[src/rtl/psum_acc_if.sv]
// psum_acc_if: accumulate input, drain control, psum memory port and drain stream of psum_acc
interface psum_acc_if #(
  parameter int DATA_WIDTH = 8,
  parameter int ADDR_WIDTH = 8
);
  logic                  i_valid;
  logic [ADDR_WIDTH-1:0] i_addr;
  logic [DATA_WIDTH-1:0] i_data;
  logic                  i_first;
  logic                  o_in_ready;
  logic                  i_drain_start;
  logic [ADDR_WIDTH-1:0] i_drain_base;
  logic [ADDR_WIDTH-1:0] i_drain_len;
  logic                  o_busy;
  logic                  o_pm_rd_en;
  logic [ADDR_WIDTH-1:0] o_pm_rd_addr;
  logic [DATA_WIDTH-1:0] i_pm_rd_data;
  logic                  o_pm_wr_en;
  logic [ADDR_WIDTH-1:0] o_pm_wr_addr;
  logic [DATA_WIDTH-1:0] o_pm_wr_data;
  logic                  o_out_valid;
  logic [DATA_WIDTH-1:0] o_out_data;
  logic                  o_out_last;
  modport slave (
    input  i_valid, i_addr, i_data, i_first, i_drain_start, i_drain_base, i_drain_len, i_pm_rd_data,
    output o_in_ready, o_busy, o_pm_rd_en, o_pm_rd_addr, o_pm_wr_en, o_pm_wr_addr, o_pm_wr_data,
           o_out_valid, o_out_data, o_out_last
  );
  modport master (
    output i_valid, i_addr, i_data, i_first, i_drain_start, i_drain_base, i_drain_len, i_pm_rd_data,
    input  o_in_ready, o_busy, o_pm_rd_en, o_pm_rd_addr, o_pm_wr_en, o_pm_wr_addr, o_pm_wr_data,
           o_out_valid, o_out_data, o_out_last
  );
endinterface

[src/rtl/psum_acc.sv]
// psum_acc: saturating read-modify-write psum accumulator with forwarding and a streaming drain
module psum_acc #(
  parameter int DATA_WIDTH = 8,
  parameter int ADDR_WIDTH = 8
) (
  input logic       i_clk,
  input logic       i_rst,
  psum_acc_if.slave bus
);
  typedef enum logic [1:0] {IDLE, FLUSH, DRAIN} state_t;
  localparam logic [DATA_WIDTH-1:0] MAX = {1'b0, {(DATA_WIDTH-1){1'b1}}};
  localparam logic [DATA_WIDTH-1:0] MIN = {1'b1, {(DATA_WIDTH-1){1'b0}}};
  state_t                state, state_nx;
  logic                  accept, drain_rd, drain_end;
  logic                  s1_v, s1_first, s2_v, out_v, out_l;
  logic [ADDR_WIDTH-1:0] s1_addr, s2_addr, d_addr, d_rem;
  logic [DATA_WIDTH-1:0] s1_data, s2_sum, operand, sum;
  logic [DATA_WIDTH:0]   full;
  always_comb begin
    accept    = bus.i_valid & (state == IDLE) & ~i_rst;
    drain_rd  = (state == DRAIN) & ~i_rst;
    drain_end = drain_rd & (d_rem == '0);
    // leave IDLE straight for DRAIN when the pipeline is already empty next cycle
    state_nx  = state == IDLE  ? (bus.i_drain_start ? ((accept | s1_v) ? FLUSH : DRAIN) : IDLE) :
                state == FLUSH ? (s1_v ? FLUSH : DRAIN) :
                state == DRAIN ? (d_rem == '0 ? IDLE : DRAIN) : IDLE;
    // S2 holds the write not yet visible in the read data S1 is consuming
    operand   = s1_first ? '0 : ((s2_v && s2_addr == s1_addr) ? s2_sum : bus.i_pm_rd_data);
    full      = {operand[DATA_WIDTH-1], operand} + {s1_data[DATA_WIDTH-1], s1_data};
    sum       = (full[DATA_WIDTH] != full[DATA_WIDTH-1]) ? (full[DATA_WIDTH] ? MIN : MAX)
                                                         : full[DATA_WIDTH-1:0];
  end
  assign bus.o_in_ready   = state == IDLE;
  assign bus.o_busy       = (state != IDLE) | out_l;
  assign bus.o_pm_rd_en   = drain_rd | (accept & ~bus.i_first);
  assign bus.o_pm_rd_addr = drain_rd ? d_addr : bus.i_addr;
  assign bus.o_pm_wr_en   = s2_v;
  assign bus.o_pm_wr_addr = s2_addr;
  assign bus.o_pm_wr_data = s2_sum;
  assign bus.o_out_valid  = out_v;
  assign bus.o_out_data   = bus.i_pm_rd_data;
  assign bus.o_out_last   = out_l;
  always_ff @(posedge i_clk) begin
    if (i_rst) begin
      state <= IDLE;
      s1_v  <= 1'b0;
      s2_v  <= 1'b0;
      out_v <= 1'b0;
      out_l <= 1'b0;
    end else begin
      state <= state_nx;
      s1_v  <= accept;
      s2_v  <= s1_v;
      out_v <= drain_rd;
      out_l <= drain_end;
    end
  end
  always_ff @(posedge i_clk) begin
    if (accept) begin
      s1_addr  <= bus.i_addr;
      s1_data  <= bus.i_data;
      s1_first <= bus.i_first;
    end
    s2_addr <= s1_addr;
    s2_sum  <= sum;
    if (state == IDLE && bus.i_drain_start) begin
      d_addr <= bus.i_drain_base;
      d_rem  <= bus.i_drain_len;
    end else if (drain_rd) begin
      d_addr <= d_addr + 1'b1;
      d_rem  <= d_rem - 1'b1;
    end
  end
endmodule
[src/flat_wrapper.sv]
// flat-port wrapper written by rule: the top's interface ports become plain ports
module psum_acc_flat 
#(
  parameter int DATA_WIDTH = 8,
  parameter int ADDR_WIDTH = 8
)
  (i_clk, i_rst, bus_i_valid, bus_i_addr, bus_i_data, bus_i_first, bus_i_drain_start, bus_i_drain_base, bus_i_drain_len, bus_i_pm_rd_data, bus_o_in_ready, bus_o_busy, bus_o_pm_rd_en, bus_o_pm_rd_addr, bus_o_pm_wr_en, bus_o_pm_wr_addr, bus_o_pm_wr_data, bus_o_out_valid, bus_o_out_data, bus_o_out_last);
  psum_acc_if #(.DATA_WIDTH(DATA_WIDTH), .ADDR_WIDTH(ADDR_WIDTH)) bus_i ();
  input logic i_clk;
  input logic i_rst;
  input wire logic [$bits(bus_i.i_valid)-1:0] bus_i_valid;
  input wire logic [$bits(bus_i.i_addr)-1:0] bus_i_addr;
  input wire logic [$bits(bus_i.i_data)-1:0] bus_i_data;
  input wire logic [$bits(bus_i.i_first)-1:0] bus_i_first;
  input wire logic [$bits(bus_i.i_drain_start)-1:0] bus_i_drain_start;
  input wire logic [$bits(bus_i.i_drain_base)-1:0] bus_i_drain_base;
  input wire logic [$bits(bus_i.i_drain_len)-1:0] bus_i_drain_len;
  input wire logic [$bits(bus_i.i_pm_rd_data)-1:0] bus_i_pm_rd_data;
  output wire logic [$bits(bus_i.o_in_ready)-1:0] bus_o_in_ready;
  output wire logic [$bits(bus_i.o_busy)-1:0] bus_o_busy;
  output wire logic [$bits(bus_i.o_pm_rd_en)-1:0] bus_o_pm_rd_en;
  output wire logic [$bits(bus_i.o_pm_rd_addr)-1:0] bus_o_pm_rd_addr;
  output wire logic [$bits(bus_i.o_pm_wr_en)-1:0] bus_o_pm_wr_en;
  output wire logic [$bits(bus_i.o_pm_wr_addr)-1:0] bus_o_pm_wr_addr;
  output wire logic [$bits(bus_i.o_pm_wr_data)-1:0] bus_o_pm_wr_data;
  output wire logic [$bits(bus_i.o_out_valid)-1:0] bus_o_out_valid;
  output wire logic [$bits(bus_i.o_out_data)-1:0] bus_o_out_data;
  output wire logic [$bits(bus_i.o_out_last)-1:0] bus_o_out_last;
  assign bus_i.i_valid = bus_i_valid;
  assign bus_i.i_addr = bus_i_addr;
  assign bus_i.i_data = bus_i_data;
  assign bus_i.i_first = bus_i_first;
  assign bus_i.i_drain_start = bus_i_drain_start;
  assign bus_i.i_drain_base = bus_i_drain_base;
  assign bus_i.i_drain_len = bus_i_drain_len;
  assign bus_i.i_pm_rd_data = bus_i_pm_rd_data;
  assign bus_o_in_ready = bus_i.o_in_ready;
  assign bus_o_busy = bus_i.o_busy;
  assign bus_o_pm_rd_en = bus_i.o_pm_rd_en;
  assign bus_o_pm_rd_addr = bus_i.o_pm_rd_addr;
  assign bus_o_pm_wr_en = bus_i.o_pm_wr_en;
  assign bus_o_pm_wr_addr = bus_i.o_pm_wr_addr;
  assign bus_o_pm_wr_data = bus_i.o_pm_wr_data;
  assign bus_o_out_valid = bus_i.o_out_valid;
  assign bus_o_out_data = bus_i.o_out_data;
  assign bus_o_out_last = bus_i.o_out_last;
  psum_acc #(.DATA_WIDTH(DATA_WIDTH), .ADDR_WIDTH(ADDR_WIDTH)) u_core (.i_clk(i_clk), .i_rst(i_rst), .bus(bus_i));
endmodule
[config.mk]
export PLATFORM = sky130hd
export DESIGN_NAME = psum_acc_flat
export DESIGN_NICKNAME = d
export VERILOG_FILES = /design/src/rtl/psum_acc_if.sv /design/src/rtl/psum_acc.sv /design/src/flat_wrapper.sv
export SDC_FILE = /design/constraint.sdc
export NUM_CORES = 1
export LEC_CHECK = 0
export CAP_MARGIN = 25
export CORE_MARGIN = 10
export CORE_UTILIZATION = 48
export CTS_CLUSTER_DIAMETER = 200
export CTS_CLUSTER_SIZE = 40
export DETAILED_ROUTE_END_ITERATION = 10
export GPL_TIMING_DRIVEN = 0
export HOLD_SLACK_MARGIN = 0.12
export PLACE_DENSITY = 0.87
export REMOVE_ABC_BUFFERS = 1
export SYNTH_ARGS = -nofsm -noshare
export SYNTH_HDL_FRONTEND = slang
export SYNTH_SLANG_ARGS = --single-unit
export TNS_END_PERCENT = 50
[constraint.sdc]
create_clock -name i_clk -period 3.76 [get_ports i_clk]
set_clock_uncertainty 0.2 [all_clocks]
set_input_delay 0.752 -clock i_clk [delete_from_list [all_inputs] [get_ports i_clk]]
set_output_delay 0.752 -clock i_clk [all_outputs]
set_load 0.02 [all_outputs]
* Word-level counts from Yosys, hierarchy flattened
Index checks and enable logic that the tools add are counted.
** Cells by class
- Add/subtract/negate cells :: 3
- Eq/ne operators :: 4
- Multiplexer cells :: 16
- Bitwise operators :: 10
- Reduce and logical (&&, ||, !) cells :: 6
** Operators with widths (number)
- two-way mux 8 bit :: 9
- two-way mux 2 bit :: 7
- adder 8 x 8 -> 9 bit :: 1
- adder 8 x 1 -> 8 bit (second input constant) :: 1
- equality test 8 bit :: 1
- logical NOT 8 bit :: 1
- subtractor 8 x 1 -> 8 bit (second input constant) :: 1
- AND 1 bit :: 5
- nonzero test 2 bit :: 2
- bitwise OR 1 bit :: 3
- equality test 2 x 1 -> 1 bit (second input constant) :: 1
- equality test 2 bit (second input constant) :: 1
- logical AND 1 bit :: 2
- logical NOT 2 bit :: 1
- NOT 1 bit :: 2
- != test 1 bit :: 1
** Word-level totals
- Flip-flop bits (word level) :: 55
- Output and inout bits :: 38
- Logic and storage cells :: 51

* Longest topological paths before layout
Gate-level depths: netlist (run 1).
- Depth in word-level cells :: 7
- Gate-level depth with buffers :: 13

* Worst setup path before layout (run 1)
Ideal clock, no wire load.
- Path type :: reg2reg
- From :: register u_core.s2_addr[6], in the netlist u_core.bus.o_pm_wr_addr[6]
- To :: register u_core.s2_sum[6], in the netlist u_core.bus.o_pm_wr_data[6]
- Setup time :: 0.127 ns
- Arrival :: 2.796 ns
- Required time :: 3.433 ns
- Slack :: 0.637 ns
- Cell stages (with the launch flop) :: 14
- Path buffers :: 0
- Path through :: dfxtp_1 -> xnor2_1 -> nand3_1 -> nor3_4 -> mux2i_1 -> nor2_1 -> ha_1 -> inv_1 -> fa_1 -> nor2b_1 -> o2111ai_1 -> and3_1 -> a221oi_1 -> o21ai_1
** On the way
- Cells in the longest elaborated chain, start to end :: 7
** Ends and longest elaborated chain
- from (decl) :: line psum_acc.sv:16 : logic [ADDR_WIDTH-1:0] s1_addr, s2_addr, d_addr, d_rem;
- from (signal assigned) :: line psum_acc.sv:64 : s2_addr <= s1_addr;
- equality test 8 bit (*) :: line psum_acc.sv:28 : operand = s1_first ? '0 : ((s2_v && s2_addr == s1_addr) ? s2_sum : bus.i_pm_rd_data);
- logical AND 1 bit (*) :: line psum_acc.sv:28
- two-way mux 8 bit (*) (2 in a row) :: line psum_acc.sv:28
- adder 8 x 8 -> 9 bit (*) :: line psum_acc.sv:29 : full = {operand[DATA_WIDTH-1], operand} + {s1_data[DATA_WIDTH-1], s1_data};
- two-way mux 8 bit or != test 1 bit (tied branches) :: line psum_acc.sv:30 : sum = (full[DATA_WIDTH] != full[DATA_WIDTH-1]) ? (full[DATA_WIDTH] ? MIN : MAX)
- two-way mux 8 bit (*) :: line psum_acc.sv:30
- named net u_core.sum[6] :: line psum_acc.sv:17 : logic [DATA_WIDTH-1:0] s1_data, s2_sum, operand, sum;
- to (signal assigned) :: line psum_acc.sv:65 : s2_sum <= sum;
- to (decl) :: line psum_acc.sv:17
Mark *: on every way through the listed nets, which the timed path passes. The rest lies on a longest branch.
A chain may end at the register's enable or synchronous reset.

* Worst setup path in the final report (run 1)
- From :: input port i_rst
- To :: output port bus_o_pm_rd_addr[6]
** On the way
- Cells in the longest elaborated chain, start to end :: 3
** Ends and longest elaborated chain
- from (decl) :: line flat_wrapper.sv:10 : input logic i_rst;
- NOT 1 bit :: line psum_acc.sv:21 : drain_rd = (state == DRAIN) & ~i_rst;
- AND 1 bit :: line psum_acc.sv:21
- two-way mux 8 bit :: line psum_acc.sv:36 : assign bus.o_pm_rd_addr = drain_rd ? d_addr : bus.i_addr;
- to (decl) :: line flat_wrapper.sv:22 : output wire logic [$bits(bus_i.o_pm_rd_addr)-1:0] bus_o_pm_rd_addr;
Every way passes these cells.

==> results.sh, run 1 <==
export IMPL_rsz0062_at_grt="false"
export IMPL_routed_wl_um=6880
export IMPL_ant_nets=0
export IMPL_hold_class="reg2reg"
export IMPL_antenna_found_initial=0
export IMPL_async_reset_ff_share_pct=0
export IMPL_yosysSeqAreaShare_pct=50.1
export IMPL_path_max_fanout=11
export IMPL_diodes=0
export IMPL_fill_cells=474
export IMPL_final_nets=421
export IMPL_synth_edff_count=33
export IMPL_viasPerCell=5.30
export IMPL_wl_met3_um=488
export IMPL_ys_flop_type="edfxtp_1"
export IMPL_place_congestion=0.879
export IMPL_yosys_area_top_type="edfxtp_1"
export IMPL_fmax_mhz=279
export IMPL_initial_core_util_pct=48.9
export IMPL_netlist_top_cells_area="edfxtp_1 35%, dfxtp_1 15%, nand2_1 6.7%"
export IMPL_drv_cap=0
export IMPL_netlist_area_leader_share_pct=34.7
export IMPL_avgRoutedWirePerCell_um=15.6
export IMPL_yosys_warnings=0
export IMPL_hold_buffers=0
export IMPL_cp_arrival_ns=2.63
export IMPL_design_core_area_sq_um=5850
export IMPL_syn_inst=287
export IMPL_ir_drop_uv=265
export IMPL_grt_overflow_total=0
export IMPL_total_power_mw=1.56
export IMPL_drt_iter0_markers=92
export IMPL_cts_sinks=55
export IMPL_grt_pass1_vias=2395
export IMPL_grt_max_degree=33
export IMPL_dp_slack_ns=-0.148
export IMPL_synth_distinct_cells=48
export IMPL_die_h_um=97.2
export IMPL_cts_tree="built"
export IMPL_met2_length_um=3490
export IMPL_wl_met1_um=2780
export IMPL_die_area_sq_um=9440
export IMPL_port_buffers=82
export IMPL_num_io_pins=83
export IMPL_worst_slew_pin_slew_ns=0.904
export IMPL_topRoutingLayerUsed="met4"
export IMPL_maxSlewViolCount=0
export IMPL_synth_most_common_cell="nand2_1"
export IMPL_hold_viol_final=0
export IMPL_die_w_um=97.2
export IMPL_crit_path_start_kind="primary input"
export IMPL_cts_root_buf="clkbuf_8"
export IMPL_synth_commonest_cells="51 x nand2_1, 33 x edfxtp_1, 22 x dfxtp_1, 22 x o21ai_0, 17 x nor2_1"
export IMPL_synth_seq_cells=55
export IMPL_avgSynthCellArea_sq_um=9.96
export IMPL_cp_required_ns=2.81
export IMPL_final_layout_size_suffix_gt1_share_pct=6.03
export IMPL_path_clk_slew_ns=0.09
export IMPL_drt_pass1_iterations=4
export IMPL_layout_min_cycle_time_ns=3.58
export IMPL_p_per_area_nw_per_um2=410
export IMPL_h_tree_depth=2
export IMPL_drc=0
export IMPL_worstSetupPathType="in2out"
export IMPL_fin_crit_sh_pct=95.2
export IMPL_grt_pass1_wl_um=11600
export IMPL_cts_buffers_inserted=5
export IMPL_vias=2330
export IMPL_grt_use_total_pct=14.6
export IMPL_clockBufferDepth=2
export IMPL_end_kind="output port"
export IMPL_worst_slack_ns=0.179
export IMPL_final_util_pct=65.1
export IMPL_synth_area_sq_um=2860
export IMPL_clkLatencyLatePin_ns=0.30
export IMPL_core_rowCount=28
export IMPL_leakagePower_nw=1.45
export IMPL_syn_to_final_growth_pct=33.3
export IMPL_setup_viol=0
export IMPL_dp_hpwl_um=5520
export IMPL_status="complete, no violations"
export IMPL_slew_headroom_pct=39.8
stage by stage:
step	hold WS (ns)	TNS (ns)	std cells	instance area [sq um]
after detailed placement	0.180	-0.824	428	3680
after global routing	0.205	0	440	3810
after floorplan	0.169	0	271	2760
after global placement	0.172	-0.640	428	3680
after CTS	0.197	0	436	3760
final	0.196	0	440	3810
final cells by class:
type / instances / area, sq um / share of cell area [%]
multi-input combinational: 204 / 1290 / 34.0
inverter: 12 / 45.0 / 1.18
clock inverter: 1 / 5.00 / 0.131
tap: 75 / 93.8 / 2.46
timing repair buffer: 86 / 863 / 22.7
clock buffer: 7 / 76.3 / 2.00
sequential: 55 / 1430 / 37.6
metal layers:
layer  vias up  global-route usage, %
met2        76                   25.7
li1       1157                      -
met5         -                      0
met4         0                   4.43
met3        11                   5.12
met1      1086                   16.0
placed cells by master (no fill, tap or decap), types with 2 or more instances in the layout:
| cell | count |
|---|---|
| nor2b_1 | 3 |
| nor4_1 | 2 |
| and3_1 | 4 |
| inv_1 | 11 |
| nand3_1 | 8 |
| nand2_1 | 51 |
| clkbuf_1 | 2 |
| o211ai_1 | 3 |
| nand4_1 | 2 |
| a21oi_1 | 12 |
| nand3b_1 | 4 |
| xor2_1 | 9 |
| xnor2_1 | 15 |
| ha_1 | 11 |
| o21ai_0 | 22 |
| nor3_1 | 2 |
| mux2i_1 | 9 |
| nor2_1 | 17 |
| buf_4 | 3 |
| clkdlybuf4s50_1 | 82 |
| dfxtp_1 | 22 |
| edfxtp_1 | 33 |
| or2_2 | 3 |
| clkbuf_8 | 5 |
| a21o_1 | 2 |
power breakdown:
group          internal [mW]  switching, mW  total (mW)
Combinational          0.218          0.237       0.455
Sequential             0.736         0.0579       0.794
Clock                  0.131          0.182       0.313
sequential cells by signal, summed over array words and instances, names as in the netlist:
signal and flops:
u_core.bus.o_pm_wr_addr 8, u_core.bus.o_pm_wr_data 8, u_core.d_addr 8, u_core.d_rem 8, u_core.s1_addr 8, u_core.s1_data 8
u_core.state 2, u_core.bus.o_out_last 1, u_core.bus.o_out_valid 1, u_core.bus.o_pm_wr_en 1, u_core.s1_first 1, u_core.s1_v 1
what timing repair did:
action / in CTS / in global routing
endpoints found under the setup margin: 9 / 8
gates resized for setup: 3 / 1
pin swaps: 0 / 1
setup buffers: 0 / 4
cells by family after synthesis:
family / after synthesis / synth area share, %
AOI/OAI and AO/OA: 51 / 10.5
xor gates and xnor gates: 24 / 7.35
buffers and inverters: 28 / 4.99
adders and majority gates: 12 / 5.51
DFF: 55 / 50.1
and+or+nand+nor: 107 / 18.0
muxes: 10 / 3.54
critical path, stage by stage:
cell and delay [ns]:
clkdlybuf4s50_1 0.48, inv_1 0.13, nand3_2 0.24, inv_2 0.25, nand2_1 0.08, nand2_1 0.07
clkdlybuf4s50_1 0.62
final timing paths:
kind              slack, ns                         end               from  cells after the start
setup reg to reg       0.34  u_core.bus.o_pm_wr_data[6]  u_core.s1_addr[2]                     14
hold reg to reg        0.20  u_core.bus.o_pm_wr_addr[4]  u_core.s1_addr[4]                      0
hold / removal         0.20  u_core.bus.o_pm_wr_addr[4]  u_core.s1_addr[4]                      0
setup / recovery       0.18         bus_o_pm_rd_addr[6]              i_rst                      7
Power figures use the tool's default switching activity.
==> run 2: changes to the inputs <==
REMOVE_ABC_BUFFERS = not set   (was 1)
==> run 2 against run 1 <==
  * Final area rose by 2.1%
  * Sequential share of layout area fell by 0.77 points
  * Count of clock-buffer cells in the layout fell by 1
  * Via count rose by 2.1%
  * Combinational power rose by 3%
  * Worst setup slack got worse by 0.031 ns
  * Critical path depth did not move
  * Highest routed layer unchanged
  * Die area did not move
==> results.sh, run 2 (synthesis gave the netlist of run 1 again) <==
export IMPL_status="complete, no violations"
export IMPL_routed_wl_um=7000
export IMPL_cp_arrival_ns=2.66
export IMPL_finalInstanceArea_sq_um=3890
export IMPL_ir_drop_uv=230
export IMPL_crit_path_start_kind="primary input"
export IMPL_end_kind="output port"
export IMPL_design_core_area_sq_um=5850
export IMPL_dp_slack_ns=-0.161
export IMPL_h_tree_depth=2
export IMPL_grt_pass1_wl_um=11500
export IMPL_ant_nets=0
export IMPL_grt_overflow_total=0
export IMPL_vias=2380
export IMPL_clockBufferDepth=2
export IMPL_min_from="u_core.s1_addr[0]"
export IMPL_worstRegToRegCells=12
export IMPL_r2r_start="u_core.s1_addr[1]"
export IMPL_num_io_pins=83
export IMPL_drc=0
export IMPL_slew_headroom_pct=63.5
export IMPL_maxSlewViolCount=0
export IMPL_final_layout_size_suffix_gt1_share_pct=7.67
export IMPL_place_congestion=0.887
export IMPL_hold_buffers=0
export IMPL_cp_slowest_stage_delay_ns=0.61
export IMPL_syn_to_final_growth_pct=36.1
export IMPL_path_buf_inv=4
export IMPL_fin_crit_sh_pct=96.1
export IMPL_dpl_cell_area_sq_um=3770
export IMPL_antenna_found_initial=0
export IMPL_path_max_fanout=10
export IMPL_rrSetupSlack_ns=0.31
export IMPL_whs_ns=0.202
export IMPL_p_per_area_nw_per_um2=417
export IMPL_min_path_cells=0
export IMPL_syn_nets=344
export IMPL_viasPerCell=5.25
export IMPL_drv_cap=0
export IMPL_hold_class="reg2reg"
export IMPL_crit_path_cell_trace="clkdlybuf4s50_1 > inv_1 > nand3_1 > clkbuf_1 > nand2_1 > nand2_1 > clkdlybuf4s50_1"
export IMPL_grt_pass1_vias=2370
export IMPL_diodes=0
export IMPL_core_rowCount=28
export IMPL_hold_viol_final=0
export IMPL_path_clk_slew_ns=0.10
export IMPL_initial_core_util_pct=48.9
export IMPL_worstSetupPathType="in2out"
export IMPL_final_nets=434
export IMPL_cts_sinks=55
export IMPL_cts_buffers_inserted=5
export IMPL_grt_max_degree=19
export IMPL_port_buffers=82
export IMPL_fmax_mhz=277
export IMPL_crit_family="buffers and inverters"
export IMPL_die_h_um=97.2
export IMPL_grt_use_total_pct=14.4
export IMPL_die_w_um=97.2
export IMPL_dp_hpwl_um=5550
export IMPL_rsz0062_at_grt="true"
export IMPL_cts_root_buf="clkbuf_8"
export IMPL_min_to="u_core.bus.o_pm_wr_addr[0]"
export IMPL_worst_slack_ns=0.148
export IMPL_final_common_cell="clkdlybuf4s50_1"
export IMPL_cts_tree="built"
export IMPL_die_area_sq_um=9440
export IMPL_drt_pass1_iterations=4
export IMPL_avgRoutedWirePerCell_um=15.4
export IMPL_leakagePower_nw=1.50
export IMPL_layout_min_cycle_time_ns=3.61
export IMPL_cp_slowest_cell="clkdlybuf4s50_1"
export IMPL_mostFrequentLayoutCells="82 x clkdlybuf4s50_1, 51 x nand2_1, 33 x edfxtp_1, 22 x o21ai_0, 22 x dfxtp_1"
export IMPL_setup_viol=0
export IMPL_clkLatencyLatePin_ns=0.31
export IMPL_cp_required_ns=2.81
export IMPL_drt_iter0_markers=196
export IMPL_timing_rr_end="u_core.bus.o_pm_wr_data[5]"
export IMPL_worst_slew_pin_slew_ns=0.543
-- run 2: area by class of cell --
type / instances / area, sq um
Timing Repair Buffer: 83 / 828
Multi-Input combinational cell: 204 / 1290
Clock buffer: 6 / 82.6
Tap cell: 75 / 93.8
Inverter: 12 / 45.0
Sequential cell: 55 / 1430
Clock inverter: 2 / 20.0
Fill cell: 441 / 1960
Buffer: 16 / 98.8
-- run 2: repair_timing --
action | 4_1_cts | 5_1_grt
pin swaps | 0 | 1
buffers inserted | 0 | 1
resized for setup | 1 | 3
endpoints found under the setup margin | 1 | 7
gates cloned | 0 | 0
-- run 2: worst max path at each step --
| stage | from | endpoint | depth (start not counted) |
|---|---|---|---|
| 2_1_floorplan | u_core.bus.o_pm_wr_addr[6] | u_core.bus.o_pm_wr_data[6] | 13 |
| 3_3_place_gp | i_rst | bus_o_pm_rd_en | 6 |
| 3_5_place_dp | i_rst | bus_o_pm_rd_en | 6 |
| 4_1_cts | i_rst | bus_o_pm_rd_en | 6 |
| 5_1_grt | i_rst | bus_o_pm_rd_addr[6] | 7 |
| 6_report | i_rst | bus_o_pm_rd_addr[6] | 7 |
-- run 2: stage by stage --
step,setup TNS (ns),cells,utilization (%),total power [mW]
6_report,0,453,66.5,1.62
5_1_grt,0,453,66.5,1.70
4_1_cts,0,452,66.3,1.63
3_5_place_dp,-0.161,444,64.5,1.27
3_3_place_gp,-0.134,444,64.5,1.25
2_1_floorplan,0,287,-,1.07
-- run 2: where the power goes --
part	internal, mW	switching (mW)
sequential	0.736	0.0552
combinational	0.226	0.243
clock	0.156	0.206
-- run 2: per-layer routing --
layer,GRT usage (%),routed length (um)
met1,18.1,3130
met5,0,0
met2,23.1,3160
met3,4.62,646
met4,3.52,58
